$ cat config.mk
export PLATFORM = sky130hd
export DESIGN_NAME = wb_write_buffer
export DESIGN_NICKNAME = d
export VERILOG_FILES = /design/src/rtl/wb_write_buffer.sv
export SDC_FILE = /design/constraint.sdc
export NUM_CORES = 1
export LEC_CHECK = 0
export CELL_PAD_IN_SITES_DETAIL_PLACEMENT = 2
export CELL_PAD_IN_SITES_GLOBAL_PLACEMENT = 2
export CORE_ASPECT_RATIO = 1.2
export CORE_MARGIN = 1
export CORE_UTILIZATION = 35
export DETAILED_ROUTE_END_ITERATION = 10
export PLACE_DENSITY_LB_ADDON = 0.3
export RECOVER_POWER = 50
export SYNTH_ARGS = -nofsm -noshare
export SYNTH_HDL_FRONTEND = slang
export SYNTH_SLANG_ARGS = --single-unit
$ cat constraint.sdc
create_clock -name clk -period 10.39 [get_ports clk]
set_input_delay 2.5975 -clock clk [delete_from_list [all_inputs] [get_ports clk]]
set_output_delay 2.5975 -clock clk [all_outputs]
set_load 0.01 [all_outputs]
$ cat src/rtl/wb_write_buffer.sv
// rtl/wb_write_buffer.sv - in-order register write-back queue with forwarding lookup
module wb_write_buffer #(
  parameter int DEPTH  = 4,
  parameter int ADDR_W = 5
) (
  input  logic                       clk,
  input  logic                       reset,
  input  logic                       in_valid,
  output logic                       in_ready,
  input  logic [ADDR_W-1:0]          in_addr,
  input  logic [31:0]                in_data,
  input  logic                       wr_stall,
  output logic                       wr_en,
  output logic [ADDR_W-1:0]          wr_addr,
  output logic [31:0]                wr_data,
  input  logic [ADDR_W-1:0]          fwd_addr,
  output logic                       fwd_hit,
  output logic [31:0]                fwd_data,
  output logic [$clog2(DEPTH):0]     count
);

  localparam int PTR_W = $clog2(DEPTH);
  localparam int CNT_W = PTR_W + 1;

  logic [ADDR_W-1:0] addr_q [DEPTH];
  logic [31:0]       data_q [DEPTH];
  logic [PTR_W-1:0]  head_q, tail_q;
  logic [CNT_W-1:0]  count_q, count_d;
  // Value presented on the write port once the queue runs empty.
  logic [ADDR_W-1:0] last_addr_q;
  logic [31:0]       last_data_q;
  logic              push, pop;
  logic [PTR_W-1:0]  fwd_idx;

  assign in_ready = (count_q < CNT_W'(DEPTH));
  assign wr_en    = (count_q != '0) && !wr_stall;
  assign pop      = wr_en;
  // Address 0 is hardwired zero: the beat is consumed but never stored.
  assign push     = in_valid && in_ready && (in_addr != '0);
  assign wr_addr  = (count_q != '0) ? addr_q[head_q] : last_addr_q;
  assign wr_data  = (count_q != '0) ? data_q[head_q] : last_data_q;
  assign count    = count_q;

  // Occupancy follows push/pop; simultaneous push and pop cancel out.
  always_comb begin
    count_d = count_q;
    case ({push, pop})
      2'b10:   count_d = count_q + CNT_W'(1);
      2'b01:   count_d = count_q - CNT_W'(1);
      default: count_d = count_q;
    endcase
  end

  // Scan oldest to youngest so the youngest matching entry is the one left standing.
  always_comb begin
    fwd_hit  = 1'b0;
    fwd_data = '0;
    fwd_idx  = '0;
    for (int i = 0; i < DEPTH; i++) begin
      fwd_idx = head_q + PTR_W'(i);
      if ((CNT_W'(i) < count_q) && (fwd_addr != '0) && (addr_q[fwd_idx] == fwd_addr)) begin
        fwd_hit  = 1'b1;
        fwd_data = data_q[fwd_idx];
      end
    end
  end

  // Pointers, occupancy, storage and last-written value; reset discards everything pending.
  always_ff @(posedge clk or negedge reset) begin
    if (!reset) begin
      head_q      <= '0;
      tail_q      <= '0;
      count_q     <= '0;
      last_addr_q <= '0;
      last_data_q <= '0;
      for (int i = 0; i < DEPTH; i++) begin
        addr_q[i] <= '0;
        data_q[i] <= '0;
      end
    end else begin
      count_q <= count_d;
      if (push) begin
        addr_q[tail_q] <= in_addr;
        data_q[tail_q] <= in_data;
        tail_q         <= tail_q + PTR_W'(1);
      end
      if (pop) begin
        last_addr_q <= addr_q[head_q];
        last_data_q <= data_q[head_q];
        head_q      <= head_q + PTR_W'(1);
      end
    end
  end

endmodule
### After elaboration in Yosys (flattened, before gate mapping)

Cells that the tools add are included.

| storage, ports and cells | value |
|---|---|
| register bits | 192 |
| bits in latches | 0 |
| RAM bits | 0 |
| ROM bits | 0 |
| bits of input ports | 46 |
| output and inout bits | 75 |
| memories kept | 0 |

| cells by class | value |
|---|---|
| add/sub/neg operators | 6 |
| multipliers | 0 |
| div/mod/pow operators | 0 |
| $lt $le $gt $ge | 11 |
| equality and inequality tests | 6 |
| shifts and indexed selects | 0 |
| mux-type cells | 41 |
| bitwise gates (word level) | 5 |
| reduce and logical (&&, ||, !) cells | 17 |

Operator list:

| operator | count |
|---|---|
| 32-bit two-way mux | 14 |
| 32-bit binary-select mux with 2-bit select | 4 |
| 128-bit bitwise mux | 1 |
| 32-bit demux with 2-bit select | 1 |
| 5-bit two-way mux | 10 |
| 5-bit binary-select mux with 2-bit select | 4 |
| 20-bit bitwise mux | 1 |
| 5-bit == test | 4 |
| 3-bit >= comparator (second input constant) | 5 |
| 2-bit NOT with 3-bit output | 5 |
| 1-bit logical AND | 12 |
| 5-bit demux with 2-bit select | 1 |
| 5-bit nonzero test | 2 |
| 1-bit by 3-bit < comparator with 1-bit output (first input constant) | 2 |
| 2-bit by 3-bit < comparator with 1-bit output (first input constant) | 2 |
| 3-bit one-hot mux with 2 select lines | 1 |
| 2-bit by 1-bit adder with 2-bit output (second input constant) | 2 |
| 2-bit adder (second input constant) | 2 |
| 1-bit two-way mux | 4 |
| 3-bit by 1-bit adder with 3-bit output (second input constant) | 1 |
| 3-bit by 1-bit < comparator with 1-bit output (second input constant) | 1 |
| 3-bit < comparator (second input constant) | 1 |
| 3-bit nonzero test | 1 |
| 3-bit by 1-bit subtractor with 3-bit output (second input constant) | 1 |
| 4 further kinds | 4 |

### Logic depth before layout (Yosys ltp)

| logic depth | value |
|---|---|
| depth after elaboration | 10 |
| gate-level depth with buffers | 12 |
| mapped depth without buffers | 9 |

### Worst setup path after synthesis

OpenSTA, ideal clock, no wires.

| path | value |
|---|---|
| kind | input to output |
| start point | input fwd_addr[1] |
| end point | output fwd_data[11] |
| data arrival time | 4.610 ns |
| path slack | 3.183 ns |
| stages | 9 |
| path buffers | 2 |
| path through | clkbuf_1 -> nor4_1 -> a22oi_1 -> o311ai_0 -> or2_2 -> nor2_4 -> clkbuf_1 -> a21boi_0 -> o32ai_1 |

| between the ends | value |
|---|---|
| cells in the longest elaborated chain, start to end | 7 |
| elaborated cells on any way between the ends | 17 |

Ends and longest elaborated chain:

| item | line | source |
|---|---|---|
| start, declared | 16 | `input logic [ADDR_W-1:0] fwd_addr,` |
| 5-bit nonzero test | 61 | `if ((CNT_W'(i) < count_q) && (fwd_addr != '0) && (addr_q[fwd_idx] == fwd_addr)) begin` |
| 1-bit logical AND (2 in series) | 61 |  |
| 32-bit two-way mux (3 in series) | 61 |  |
| 32-bit two-way mux * | 61 |  |
| end, declared | 18 | `output logic [31:0] fwd_data,` |

Every way passes the cells marked *; elsewhere a longest branch is shown, timed or not.

### Worst setup path in the final report

| path | value |
|---|---|
| start point | input fwd_addr[3] |
| end point | output fwd_data[1] |

Same word-level chain as after synthesis.

==> flow_metrics.tcl <==
set metrics [dict create \
    outcome "finished with violations" \
    violations "max-capacitance violations, max-slew violations" \
    holdWs_ns 0.482 \
    cts_tree "done" \
    vdd_drop_max_v 0.000130 \
    p_sw_share_pct 43.0 \
    async_reset_ff_share_pct 100 \
    cts_made_buffers 17 \
    tightest_slew_ns 4.21 \
    critPathArrivalTime_ns 6.31 \
    path_max_fanout 20 \
    final_common_cell "mux2_2" \
    cts-htree-levels 4 \
    yosysSeqAreaShare_pct 38.5 \
    grt_max_degree 121 \
    synth.distinct_cells 43 \
    min_path_type "reg2reg" \
    cp_common_cell "clkdlybuf4s50_1" \
    grt_pass1_wl_um 61000 \
    r2r_end "count[2]$_DFFE_PN0P_" \
    clk_pin_slew_ns 0.07 \
    routabilityCongestion 0.757 \
    avgSynthCellArea_um2 10.3 \
    drive_above_1_share_pct 27.4 \
    clkLatencyLatePin_ns 0.44 \
    synth_edf_count 0 \
    dr.first_iter.drc_count 359 \
    r2r-start "count[1]$_DFFE_PN0P_" \
    postLayoutCoreUtil_pct 41.7 \
    hold_buffers 0 \
    min_to "last_data_q[27]$_DFFE_PN0P_" \
    ios 121 \
    layout_common_cells "mux2_2 (250), dfrtp_1 (190), nand2_1 (150)" \
    clockBufferDepth 2 \
    setup_viol 0 \
    r2r_slack_ns 6.78 \
    antenna_found_initial 0 \
    ys_ff_latch 192 \
    p_sw_mw 2.38 \
    route.detailed.drc 0 \
    r2r_cells 11 \
    fin_worst_skew_ns 0.0127 \
    p_int_mw 3.16 \
    synth_ff_type "dfrtp_1" \
    cts_root_buf "clkbuf_16" \
    rows 75 \
    sequentialPowerShare_pct 27.3 \
    maxSlewViolCount 74 \
    finalCritPeriodShare_pct 85.8 \
    finalSetupTns_ns 0 \
    start_kind "primary input" \
    area_delta_synth_final_pct 17.2 \
    cp.required_ns 7.79 \
    coreArea_um2 35100 \
    finalHoldViolations 0 \
    rsz0062_at_grt "no" \
    power_mw 5.55 \
    synth_nets 1268 \
    post_cts.repair.setup_buffers 0 \
    layout.nets 1327 \
    grt_pass1_vias 10700 \
    path_cells "clkdlybuf4s50_1 -> nor4_1 -> a22oi_1 -> o311ai_0 -> nor2_1 -> a21oi_4 -> buf_4 -> a21oi_1 -> o32ai_1 -> clkdlybuf4s50_1" \
    slew_headroom_pct -180 \
    yosysWarnings 0 \
    p_leak_nw 5.91 \
    netlist_instances 1213 \
    initial_core_util_pct 35.6 \
    min_from "last_data_q[27]$_DFFE_PN0P_" \
    synth_area_um2 12500 \
    power-per-cell-area_nw_per_um2 379 \
    p_comb_share_pct 59.8 \
    cts_sinks 192 \
    cpPeakStageDelay_ns 0.64 \
    nFillCells 3759 \
    overflow 0 \
    cp_slowest_cell "clkdlybuf4s50_1" \
    cp-end-kind "output pin" \
    ant_nets 0 \
    fmax_mhz 112 \
    whs_path_depth 2 \
    dp_hpwl_um 24400 \
    max_cap_viol_count 1 \
    period_needed_ns 8.91 \
    die_area_um2 36400 \
    crit_type "in2out" \
    grt.total_usage_pct 21.5 \
    vias_per_cell 5.58 \
    portBuffers 120 \
    cts_resized 0 \
    pwr-share-clk_pct 12.9 \
    dr.pass1.iters 4 \
    vias 9751 \
    totalWireLength_um 38400 \
    die_y_um 209 \
    chipWidth_um 174 \
    post_drt_wl_per_cell_um 22.0 \
]
## synthesized netlist by cell type (2+ instances only)
cell type  number  share of area, %
mux2_2        250                23
dfrtp_1       192                38
nand2_1       154               4.6
o21ai_0       146               5.9
mux2i_1        87               7.0
a21oi_1        69               2.8
clkbuf_1       58               1.7
nor2b_1        33               1.7
o32ai_1        30               2.1
a211oi_2       29               2.9
a21boi_0       23               1.4
buf_2          23              0.92
xnor2_1        16               1.1
buf_1          10              0.30
xor2_1         10              0.70
ha_1            9              0.90
inv_1           9              0.27
mux4_2          8               1.4
a21boi_1        7              0.42
nor2_1          7              0.21
buf_6           5              0.45
a211oi_1        3              0.18
buf_4           3              0.18
nand4_1         3              0.15
nor3_1          3              0.12
or2_2           3              0.15
or3_1           3              0.15
a22oi_1         2              0.12
nor4_1          2              0.10
o2111ai_1       2              0.14
o311ai_0        2              0.14
## sequential cells by signal, summed over array words and instances (netlist names)
signal	flops
addr_q	20
last_addr_q	5
tail_q	2
head_q	2
data_q	128
last_data_q	32
count	3
## routing by layer
metal	part of all wire, %	global-route usage [%]	up-vias
met5	0	0	-
met4	2.0	6.38	0
met3	1.6	2.35	39
met2	52	38.6	120
met1	44	26.9	5062
li1	-	-	4530
## how the worst max path moves through the flow
stage	from	to	slack, ns	depth (start not counted)
floorplan	fwd_addr[1]	fwd_data[11]	3.18	9
global placement	fwd_addr[3]	fwd_data[24]	1.45	10
detailed placement	fwd_addr[3]	fwd_data[1]	1.38	10
CTS	fwd_addr[3]	fwd_data[1]	1.38	10
global route	fwd_addr[3]	fwd_data[23]	1.16	10
finish	fwd_addr[3]	fwd_data[1]	1.48	10
## final cells by class
class / instances / area, um2 / area share [%]
clock inverters: 15 / 198 / 1.35
multi-input cells: 913 / 7240 / 49.5
inverters: 9 / 33.8 / 0.231
repair buffers: 139 / 1340 / 9.19
flip-flops and latches: 192 / 4810 / 32.9
diodes: 1 / 2.50 / 0.0171
well taps: 462 / 578 / 3.95
clock buffers: 17 / 425 / 2.91
## worst max-delay path: cells and delay by family
kind,cells,cell delay [ns]
AO/OA/AOI/OAI,5,1.34
buffers and inverters,3,1.60
AND/OR/NAND/NOR,2,0.78
## power groups by stage
stage	registers [mW]	logic [mW]	clock network [mW]
2_1_floorplan	1.32	2.30	0
3_3_place_gp	1.48	3.23	0
3_5_place_dp	1.52	3.33	0
4_1_cts	1.52	3.37	0.733
5_1_grt	1.58	3.61	0.753
6_report	1.52	3.32	0.713
## kinds of logic (layout without fill, tap and decap cells)
kind of cell,after synthesis,in the layout,share of synthesized area [%]
mux,345,345,31.0
other cells,0,1,0
simple gates,213,213,7.48
fa+ha+maj,9,9,0.902
flops,192,192,38.5
xor+xnor,26,26,1.82
buf+inv,108,180,3.87
compound gates,320,320,16.5
## stage by stage
stage	worst slack, ns	std cells	cell area, um2
2_1_floorplan	3.18	1213	12500
3_3_place_gp	1.45	1715	14000
3_5_place_dp	1.38	1715	14000
4_1_cts	1.38	1747	14600
5_1_grt	1.16	1747	14600
6_report	1.48	1748	14600
No activity file was read; power rests on OpenSTA's default activity.
